===== src/rtl/barrel_shifter_top.sv =====
// barrel_shifter_top: registered WIDTH-bit right barrel rotator.
//
// DOUT takes DIN rotated right by SEL one cycle after DIN and SEL are
// sampled: bit i of the result is DIN[(i+SEL) mod WIDTH]. The network has
// SEL_WIDTH cascaded stages. Stage s moves the word right by 2^s when
// SEL[s] is set, and passes it through otherwise. Only the final result is
// registered.
//
// Optional feature (macro BARREL_SHIFTER_LOGICAL_EN):
//   defined   - logical right shift; vacated MSBs fill with 0.
//   undefined - right rotate (default).
//
// Ports:
//   clk   in   1          rising-edge clock
//   rst_n in   1          synchronous active-low reset, clears DOUT
//   DIN   in   WIDTH      data word
//   SEL   in   SEL_WIDTH  shift/rotate amount, 0..WIDTH-1
//   DOUT  out  WIDTH      registered result

// One mux stage with a fixed shift distance AMT (a power of two).
module barrel_shifter_stage #(
    parameter int WIDTH = 4,
    parameter int AMT   = 1
) (
    input  logic [WIDTH-1:0] din,
    input  logic             en,
    output logic [WIDTH-1:0] dout
);
    logic [WIDTH-1:0] moved;

    always_comb begin
`ifdef BARREL_SHIFTER_LOGICAL_EN
        moved = din >> AMT;
`else
        // Bits leaving the LSB end wrap back in at the MSB end.
        moved = (din >> AMT) | (din << (WIDTH - AMT));
`endif
        dout = en ? moved : din;
    end
endmodule

module barrel_shifter_top #(
    parameter  int WIDTH     = 4,
    localparam int SEL_WIDTH = $clog2(WIDTH)
) (
    input  logic                 clk,
    input  logic                 rst_n,
    input  logic [WIDTH-1:0]     DIN,
    input  logic [SEL_WIDTH-1:0] SEL,
    output logic [WIDTH-1:0]     DOUT
);
    // stage_data[0] is the raw input, and stage_data[SEL_WIDTH] is the fully shifted word.
    logic [SEL_WIDTH:0][WIDTH-1:0] stage_data;
    logic [WIDTH-1:0]              dout_d;
    logic [WIDTH-1:0]              dout_q;

    assign stage_data[0] = DIN;

    for (genvar s = 0; s < SEL_WIDTH; s++) begin : g_stage
        barrel_shifter_stage #(
            .WIDTH (WIDTH),
            .AMT   (1 << s)
        ) u_stage (
            .din  (stage_data[s]),
            .en   (SEL[s]),
            .dout (stage_data[s+1])
        );
    end

    always_comb begin
        dout_d = stage_data[SEL_WIDTH];
    end

    always_ff @(posedge clk) begin
        if (!rst_n) dout_q <= '0;
        else        dout_q <= dout_d;
    end

    assign DOUT = dout_q;
endmodule


===== config.mk =====
export PLATFORM = sky130hd
export DESIGN_NAME = barrel_shifter_top
export DESIGN_NICKNAME = d
export VERILOG_FILES = /design/src/rtl/barrel_shifter_top.sv
export SDC_FILE = /design/constraint.sdc
export NUM_CORES = 1
export LEC_CHECK = 0
export CAP_MARGIN = 30
export CORE_AREA = 5 5 42 44
export CTS_CLUSTER_SIZE = 8
export DETAILED_ROUTE_END_ITERATION = 12
export DIE_AREA = 0 0 47 49
export PLACE_DENSITY = 0.41
export SYNTH_ARGS = -nofsm -noshare
export SYNTH_HDL_FRONTEND = slang
export SYNTH_SLANG_ARGS = --single-unit

===== constraint.sdc =====
create_clock -name clk -period 2.8 [get_ports clk]
set_clock_uncertainty 0.2 [all_clocks]
set_input_delay 0.7 -clock clk [delete_from_list [all_inputs] [get_ports clk]]
set_output_delay 0.7 -clock clk [all_outputs]
set_load 0.02 [all_outputs]

# Yosys cells after proc, flatten, opt, wreduce, memory -nomap -nowiden

Index checks and enable logic that the tools add are counted.
Widths: inputs -> output; s select.

Output and inout port bits: 4
Bits of input ports: 8
Flip-flop bits (word level): 4
Word-level logic and storage cells: 5

Mux-type cells: 2
Bitwise gates (word level): 2

Operators with widths:

| cell       | count |
|---|---|
| $mux 4     | 2 |
| $or 2x4->4 | 1 |
| $or 3x4->4 | 1 |

# Depth between registers and ports, before layout

Gate-level depths: netlist of the first run.

Word-level depth: 4
Gate-level depth with buffers: 3
Mapped depth without buffers: 2

# By module

From an unflattened synthesis of the first run, not the netlist that was laid out.

Cells, all modules: 16
Area total of the unflattened synthesis: 195.2 µm²

Modules (own cells, without submodules):

| module               | sequential area each (µm²) | times used | area an instance (µm²) | cells each |
|---|---|---|---|---|
| barrel_shifter_top   | 80.1                       | 1          | 105.1                  | 8 |
| barrel_shifter_stage | 0.0                        | 2          | 45.0                   | 4 |

# Least setup slack after synthesis of the first run

OpenSTA, ideal clock, no wires.

Path type: input -> register
Start point: input SEL[0]
End point: register dout_q[0] (netlist: DOUT[0])
Library setup time: 124 ps
Cell stages on the path: 3
Setup slack: 1319 ps
Required time: 2476 ps
Path buffers: 1
Data arrival time: 1157 ps
Cell sequence: clkbuf_2 > mux2i_1 > o22ai_1

Cells in the longest elaborated chain, start to end: 3

RTL lines:

| what                 | line | RTL |
|---|---|---|
| start, declared      | 49   | `input logic [SEL_WIDTH-1:0] SEL,` |
| $mux 4 (*)           | 38   | `dout = en ? moved : din;` |
| $or 2x4->4           | 36   | `moved = (din >> AMT) \| (din << (WIDTH - AMT));` |
| $mux 4 (*)           | 38   |  |
| end signal, assigned | 76   | `else dout_q <= dout_d;` |
| end, declared        | 55   | `logic [WIDTH-1:0] dout_q;` |

Mark *: on every way between the ends. The rest lies on a longest branch, timed or not.
A chain may end at the register's enable or synchronous reset.

# Worst setup path after layout of the first run

Start point: register dout_q[1] (netlist: DOUT[1])
End point: output DOUT[1]

RTL lines:

| what          | line | RTL |
|---|---|---|
| end, declared | 50   | `output logic [WIDTH-1:0] DOUT` |

No word-level cell between the ends.

==> run_results.csv, run 1 <==
group,metric,value,unit
global_route,antenna_found_initial,0,
outcome,status,"finished, final reports clean",
yosys,avgSynthCellArea,10.7,sq um
clocking,cts_tree,"built",
timing,fmax,495,MHz
yosys,synth.top_cell.area_share,50.0,%
clocking,cts-root-buf,"clkbuf_4",
timing,finalSetupTns,0,ps
worst_setup_path,path_buf_inv,1,
hold_path,hold_class,"in -> reg",
yosys,synthXorXnorAreaFrac,0,%
finish,fin_nets,38,
timing,tightest_slew,188,ps
yosys,synthesis.area,160,sq um
place,placed_cells,41,
yosys,ys_top_cells_by_count,"dfxtp_1 (4), mux2i_1 (4), o22ai_1 (4)",
global_route,grt_pass1_wl,572,um
global_route,met3_usage,0,%
detailed_routing,ant_nets,0,
timing,min_period,2020,ps
finish,drive_gt1_share,10.7,%
yosys,yosysSeqAreaShare,50.0,%
yosys,ys_types,6,
finish,stdcell_count,44,
global_route,track_usage,3.88,%
yosys,synth_top_family_by_area,"multiplexers",
global_route,grt_max_degree,5,
yosys,syn-num-nets,23,
power,power_frac_clock,41.0,%
worst_setup_path,cp_slowest_stage_delay,590,ps
die,die_width,47,um
clocking,cts_max_path_buffers,2,
timing,setup_viol,0,
timing,slew_headroom,87.1,%
finish,insertedDiodeCount,0,
global_route,grtUsageMet1,3.97,%
detailed_routing,routed_via_density,3.57,
yosys,yosys_warnings,0,
place,place_area,285,sq um
worst_setup_path,critPathMaxFanout,1,
detailed_routing,drtIter0Drc,4,
clocking,post_cts_buffers,0,
detailed_routing,first_pass_iters,2,
place,portBuffers,11,
yosys,synth_edf_count,0,
yosys,synth_top_flop_cell,"dfxtp_1",
clocking,clock-sinks,4,
yosys,synth_simple_gate_area_share,6.25,%
yosys,synth.area.top_cells,"dfxtp_1 (50%), mux2i_1 (25%), o22ai_1 (16%)",
clocking,h-tree-depth,1,
worst_setup_path,cp_cell_sequence,"clkdlybuf4s50_1",
global_route,grt_overflow,0,
global_route,grt_pass1_vias,173,
die,die-height,49,um
yosys,yosys.area_share.adder,0,%
clocking,clk_pin_slew,40,ps
timing,finalHoldViolCount,0,
yosys,syn_inst,15,
yosys,muxShareOfSynthArea,25.0,%
die,core_area,0.00140,sq mm
finish,area_growth,92.2,%
flow_run,drv_cap,0,
power,power_density,550,mW/mm^2
die,fp-row-count,14,
detailed_routing,wirelength,369,um
die,die_area,0.00230,sq mm
yosys,synth_compound_area_share,15.6,%
worst_setup_path,endpoint_kind,"primary output",
timing,drv_slew,0,
yosys,ys_ff_latch,4,
power,leakagePower,0.123,nW
clocking,ctsHoldBuffers,0,
clocking,cts_made_buffers,3,
finish,largest_reg_flops,4,
worst_setup_path,crit_arrival,1120,ps
hold_path,hold_path.startpoint,"SEL[1]",
timing,rsz0062_at_grt,"no",
yosys,synth_largest_area_cell,"dfxtp_1",
timing,hold_ws,943,ps
finish,finish.utilization,22.0,%
power,p_seq_share,37.2,%
yosys,async_reset_ff_share,0,%
place,routabilityCongestion,0.704,
die,ios,12,
detailed_routing,drc,0,
worst_setup_path,path_class,"reg -> out",
power,peakVddDrop,0.000106,V
power,pwr-share-comb,21.9,%
worst_setup_path,required,1900,ps
power,intPower,0.000131,W
detailed_routing,routedWlPerCell,8.39,um
timing,finalCritPeriodShare,72.2,%
die,start_util,11.4,%
power,netSwitchingFraction,22.6,%
worst_setup_path,startpoint_type,"register",
worst_setup_path,worst_path_max_delay_cell,"clkdlybuf4s50_1",
global_route,grt_use_met2,4.30,%
worst_setup_path,crit_start,"DOUT[1]",
global_route,top_usage_layer,"met4",
clocking,cts_resized,0,
power,power_switching,0.0000382,W
worst_setup_path,cp_top_family,"buffers and inverters",
finish,fin_area,308,sq um
detailed_routing,vias,157,
## tightest hold or removal path: cells and delay by family
family                 cells  cell delay [ps]
AND/OR/NAND/NOR            1              120
buffers and inverters      1              410
AO/OA/AOI/OAI              1               80
## power by group through the flow
stage          clock (W)  combinational, W  sequential (W)
6_report       0.0000694         0.0000371       0.0000630
5_1_grt        0.0000762         0.0000397       0.0000633
4_1_cts        0.0000747         0.0000374       0.0000630
3_5_place_dp           0         0.0000374       0.0000639
3_3_place_gp           0         0.0000370       0.0000639
2_1_floorplan          0         0.0000105       0.0000701
## placed cells by master, fill, tap and decap left out
cell type,Yosys,routed
o22ai_1,4,4
nand2_1,1,1
clkdlybuf4s50_1,0,11
dfxtp_1,4,4
mux2i_1,4,4
clkbuf_4,0,3
nand2b_1,1,1
## cell families after synthesis
kind of cell / count (synthesis)
AOI/OAI and AO/OA: 4
buffers and inverters: 1
DFF: 4
muxes: 4
and+or+nand+nor: 2
## final cells by class
type | count | area [sq um]
Sequential cell | 4 | 80.1
Timing Repair Buffer | 11 | 110
Tap cell | 16 | 20.0
Fill cell | 169 | 1090
Multi-Input combinational cell | 10 | 75.1
Clock buffer | 3 | 22.5
## stage by stage
step	setup slack [ps]	power, W
2_1_floorplan	1320	0.0000806
3_3_place_gp	807	0.000101
3_5_place_dp	795	0.000101
4_1_cts	759	0.000175
5_1_grt	736	0.000179
6_report	779	0.000169
## layer usage
metal	vias to the layer above	wire length, um
met5	-	0
met4	0	0
met3	0	73
met2	11	149
met1	62	146
li1	84	-
## path summary, 6_finish.rpt
check / end / cells past startpoint
setup / recovery: DOUT[1] / 1
hold / removal: DOUT[3] / 3
Power figures use the tool's default switching activity.
==> run 2, diff against run 1 <==
PLACE_DENSITY = 0.42   (was 0.41)
clock period = 1.8 ns   (was 2.8 ns; I/O delays follow)
==> run_results.csv, run 2 (synthesis results as in run 1) <==
group,metric,value,unit
outcome,status,"finished, final reports clean",
place,placed_cells,41,
die,start_util,11.4,%
finish,layout.cells.most_common,"clkdlybuf4s50_1",
detailed_routing,first_pass_iters,1,
worst_setup_path,startpoint_type,"input port",
detailed_routing,routed_via_density,3.70,
clocking,cts-root-buf,"clkbuf_4",
global_route,grt_max_degree,5,
clocking,cts_tree,"built",
hold_path,hold_path.startpoint,"SEL[1]",
clocking,cts_made_buffers,3,
finish,final_cell_mix,"clkdlybuf4s50_1 (7), dfxtp_1 (4), mux2i_1 (4), o22ai_1 (4), dlymetal6s2s_1 (4)",
global_route,track_usage,5.28,%
timing,rsz0062_at_grt,"no",
timing,tightest_slew,241,ps
power,peakVddDrop,0.000170,V
timing,slew_headroom,83.9,%
detailed_routing,drc,0,
worst_setup_path,required,1710,ps
detailed_routing,vias,163,
timing,setup_viol,0,
detailed_routing,ant_nets,0,
timing,min_period,1530,ps
die,core_area,0.00140,sq mm
clocking,ctsHoldBuffers,0,
worst_setup_path,path_class,"in -> reg",
hold_path,min_to,"DOUT[3]",
die,fp-row-count,14,
die,die-height,49,um
place,place_area,285,sq um
die,die_area,0.00230,sq mm
power,leakagePower,0.180,nW
place,routabilityCongestion,0.780,
clocking,clock-sinks,4,
hold_path,whs_path_depth,3,
worst_setup_path,endpoint_kind,"register",
finish,multi_input_area,75.1,sq um
timing,drv_slew,0,
power,power_density,824,mW/mm^2
finish,largest_reg_flops,4,
finish,ff_latch_area,80.1,sq um
flow_run,drv_cap,0,
finish,drive_gt1_share,10.7,%
clocking,cts_max_path_buffers,2,
worst_setup_path,critPathMaxFanout,4,
worst_setup_path,crit_arrival,1440,ps
detailed_routing,drtIter0Drc,0,
timing,finalCritPeriodShare,85.1,%
global_route,grt_pass1_vias,193,
finish,area_growth,98.4,%
global_route,grt_overflow,0,
finish,fill_cells,167,
timing,finalHoldViolCount,0,
global_route,grt_pass1_wl,779,um
clocking,h-tree-depth,1,
finish,stdcell_count,44,
place,portBuffers,11,
die,ios,12,
die,die_width,47,um
hold_path,hold_class,"in -> reg",
detailed_routing,wirelength,394,um
timing,finalSetupTns,0,ps
global_route,antenna_found_initial,0,
place,dpl.hpwl,324,um
detailed_routing,routedWlPerCell,8.95,um
finish,fin_nets,38,
finish,fin_area,318,sq um
finish,insertedDiodeCount,0,
timing,fmax,653,MHz
clocking,clk_pin_slew,40,ps
run 2: changes by cell type in the layout (fill, tap and decap cells not counted), sizes merged:
cell and change:
dlymetal6s2s +4, clkdlybuf4s50 -4
run 2: how the worst max path moves through the flow:
stage | startpoint | slack (ps) | endpoint | cells past startpoint
after detailed placement | SEL[0] | 30 | DOUT[0] | 3
after CTS | DOUT[0] | 10 | DOUT[0] | 1
after global routing | SEL[0] | 170 | DOUT[0] | 3
after floorplan | SEL[0] | 570 | DOUT[0] | 3
after global placement | SEL[0] | 50 | DOUT[2] | 3
final | SEL[0] | 270 | DOUT[0] | 3
run 2: what timing repair did:
| item | CTS | global route |
|---|---|---|
| setup endpoints to repair | 0 | 4 |
| resized for setup | 0 | 4 |
| buffers inserted | 0 | 0 |
run 2: cell type report:
type / count / area share [%]
clock buffer: 3 / 7.09
multi-input combinational: 10 / 23.6
sequential: 4 / 25.2
tap: 16 / 6.30
timing repair buffer: 11 / 37.8
run 2: through the flow:
step	power (W)	hold WS [ps]	setup WS, ps	utilization, %
detailed placement	0.000158	944	34.5	20.4
floorplan	0.000125	439	569	-
global route	0.000285	733	170	22.7
finish	0.000262	697	269	22.7
CTS	0.000271	692	11.3	22.0
global placement	0.000157	914	46.7	20.4
run 2: where the power goes:
| part | switching, W | total [W] | internal (W) | leakage (nW) |
|---|---|---|---|---|
| registers | 0.00000130 | 0.0000978 | 0.0000965 | 0.0333 |
| logic | 0.0000244 | 0.0000562 | 0.0000318 | 0.133 |
| clock network | 0.0000335 | 0.000108 | 0.0000743 | 0.0138 |
run 2: metal layers:
layer,wire length [um],track usage [%]
met1,172,5.49
met2,115,5.66
met3,90,4.80
met4,15,5.53
met5,0,0
run 2: critical path, stage by stage:
cell,delay (ps)
clkdlybuf4s50_1,600
mux2i_1,280
o22ai_1,120
==> run 3, diff against run 2 <==
GPL_TIMING_DRIVEN = 0   (was not set)
==> run_results.csv, run 3 (synthesis results as in run 1) <==
group,metric,value,unit
outcome,status,"finished, final reports clean",
power,pwr-share-comb,21.2,%
clocking,cts-root-buf,"clkbuf_4",
power,p_seq_share,37.4,%
global_route,antenna_found_initial,0,
power,leakagePower,0.180,nW
power,peakVddDrop,0.000159,V
detailed_routing,drtIter0Drc,2,
die,die_width,47,um
place,pre_cts_slack,258,ps
finish,layout.cells.most_common,"clkdlybuf4s50_1",
worst_setup_path,critPathMaxFanout,1,
timing,rsz0062_at_grt,"no",
timing,fmax,717,MHz
place,placed_cells,41,
global_route,track_usage,4.72,%
timing,setup_ws,405,ps
power,power_switching,0.0000598,W
detailed_routing,drc,0,
global_route,grt_pass1_wl,669,um
clocking,ctsHoldBuffers,0,
clocking,cts_resized,0,
clocking,h-tree-depth,1,
worst_setup_path,path_class,"reg -> out",
power,power_frac_clock,41.4,%
power,netSwitchingFraction,22.9,%
finish,area_growth,95.3,%
worst_setup_path,endpoint_kind,"primary output",
timing,tightest_slew,211,ps
clocking,cts_tree,"built",
worst_setup_path,crit_arrival,740,ps
die,fp-row-count,14,
hold_path,hold_class,"in -> reg",
worst_setup_path,cp_cell_sequence,"dlymetal6s2s_1",
place,portBuffers,10,
detailed_routing,vias,157,
finish,drive_gt1_share,14.3,%
detailed_routing,wirelength,409,um
timing,drv_slew,0,
detailed_routing,routed_via_density,3.57,
flow_run,drv_cap,0,
global_route,grt_max_degree,5,
timing,finalSetupTns,0,ps
worst_setup_path,cp_slowest_stage_delay,300,ps
clocking,clock-sinks,4,
finish,largest_reg_flops,4,
finish,insertedDiodeCount,0,
detailed_routing,ant_nets,0,
worst_setup_path,cp_top_family,"flip-flops",
global_route,grt_pass1_vias,188,
timing,finalCritPeriodShare,77.5,%
die,ios,12,
timing,min_period,1390,ps
detailed_routing,routedWlPerCell,9.30,um
timing,slew_headroom,85.6,%
timing,setup_viol,0,
timing,finalHoldViolCount,0,
finish,stdcell_count,44,
die,core_area,0.00140,sq mm
clocking,cts_made_buffers,3,
power,intPower,0.000201,W
worst_setup_path,path_buf_inv,1,
power,power_density,835,mW/mm^2
worst_setup_path,required,1150,ps
die,start_util,11.4,%
finish,fin_nets,38,
place,routabilityCongestion,0.789,
clocking,clk_pin_slew,40,ps
timing,hold_ws,443,ps
power,finalPower,0.000261,W
finish,final_cell_mix,"clkdlybuf4s50_1 (6), dfxtp_1 (4), mux2i_1 (4), o22ai_1 (4), dlymetal6s2s_1 (4)",
worst_setup_path,startpoint_type,"register",
global_route,grt_overflow,0,
detailed_routing,first_pass_iters,2,
clocking,cts_max_path_buffers,2,
die,die_area,0.00230,sq mm
clocking,post_cts_buffers,0,
die,die-height,49,um
worst_setup_path,worst_path_max_delay_cell,"dfxtp_1",
==> run 3: cell count changes in the layout (fill, tap and decap cells not counted), sizes merged <==
cell,delta
clkbuf,+1
clkdlybuf4s50,-1
==> run 3: worst paths after layout <==
| check | start | endpoint | slack, ps | cells after the start |
|---|---|---|---|---|
| max | DOUT[0] | DOUT[0] | 410 | 1 |
| min | SEL[0] | DOUT[3] | 440 | 3 |
==> run 3: power by group through the flow <==
stage          Clock (W)  Combinational, W  Sequential (W)
2_1_floorplan          0         0.0000163        0.000109
3_3_place_gp           0         0.0000561       0.0000993
3_5_place_dp           0         0.0000569       0.0000995
4_1_cts         0.000116         0.0000570       0.0000981
5_1_grt         0.000119         0.0000601       0.0000985
6_report        0.000108         0.0000554       0.0000977
==> run 3: per-layer routing <==
layer / vias to the layer above / GRT usage, % / part of all wire [%]
met5: - / 0 / 0
met4: 0 / 6.91 / 4.2
met3: 2 / 3.69 / 22
met2: 14 / 4.52 / 28
met1: 57 / 4.86 / 45
li1: 84 / - / -
==> run 3: area by class of cell <==
| class | count | area [sq um] |
|---|---|---|
| Clock buffer | 3 | 22.5 |
| Multi-Input combinational cell | 10 | 75.1 |
| Buffer | 1 | 5.00 |
| Tap cell | 16 | 20.0 |
| Fill cell | 163 | 1090 |
| Sequential cell | 4 | 80.1 |
| Timing Repair Buffer | 10 | 110 |
==> run 3: stage by stage <==
stage                     utilization [%]  instance area [sq um]
after floorplan                         -                    160
after global placement               20.0                    280
after detailed placement             20.0                    280
after CTS                            21.6                    303
after global routing                 22.3                    313
final                                22.3                    313
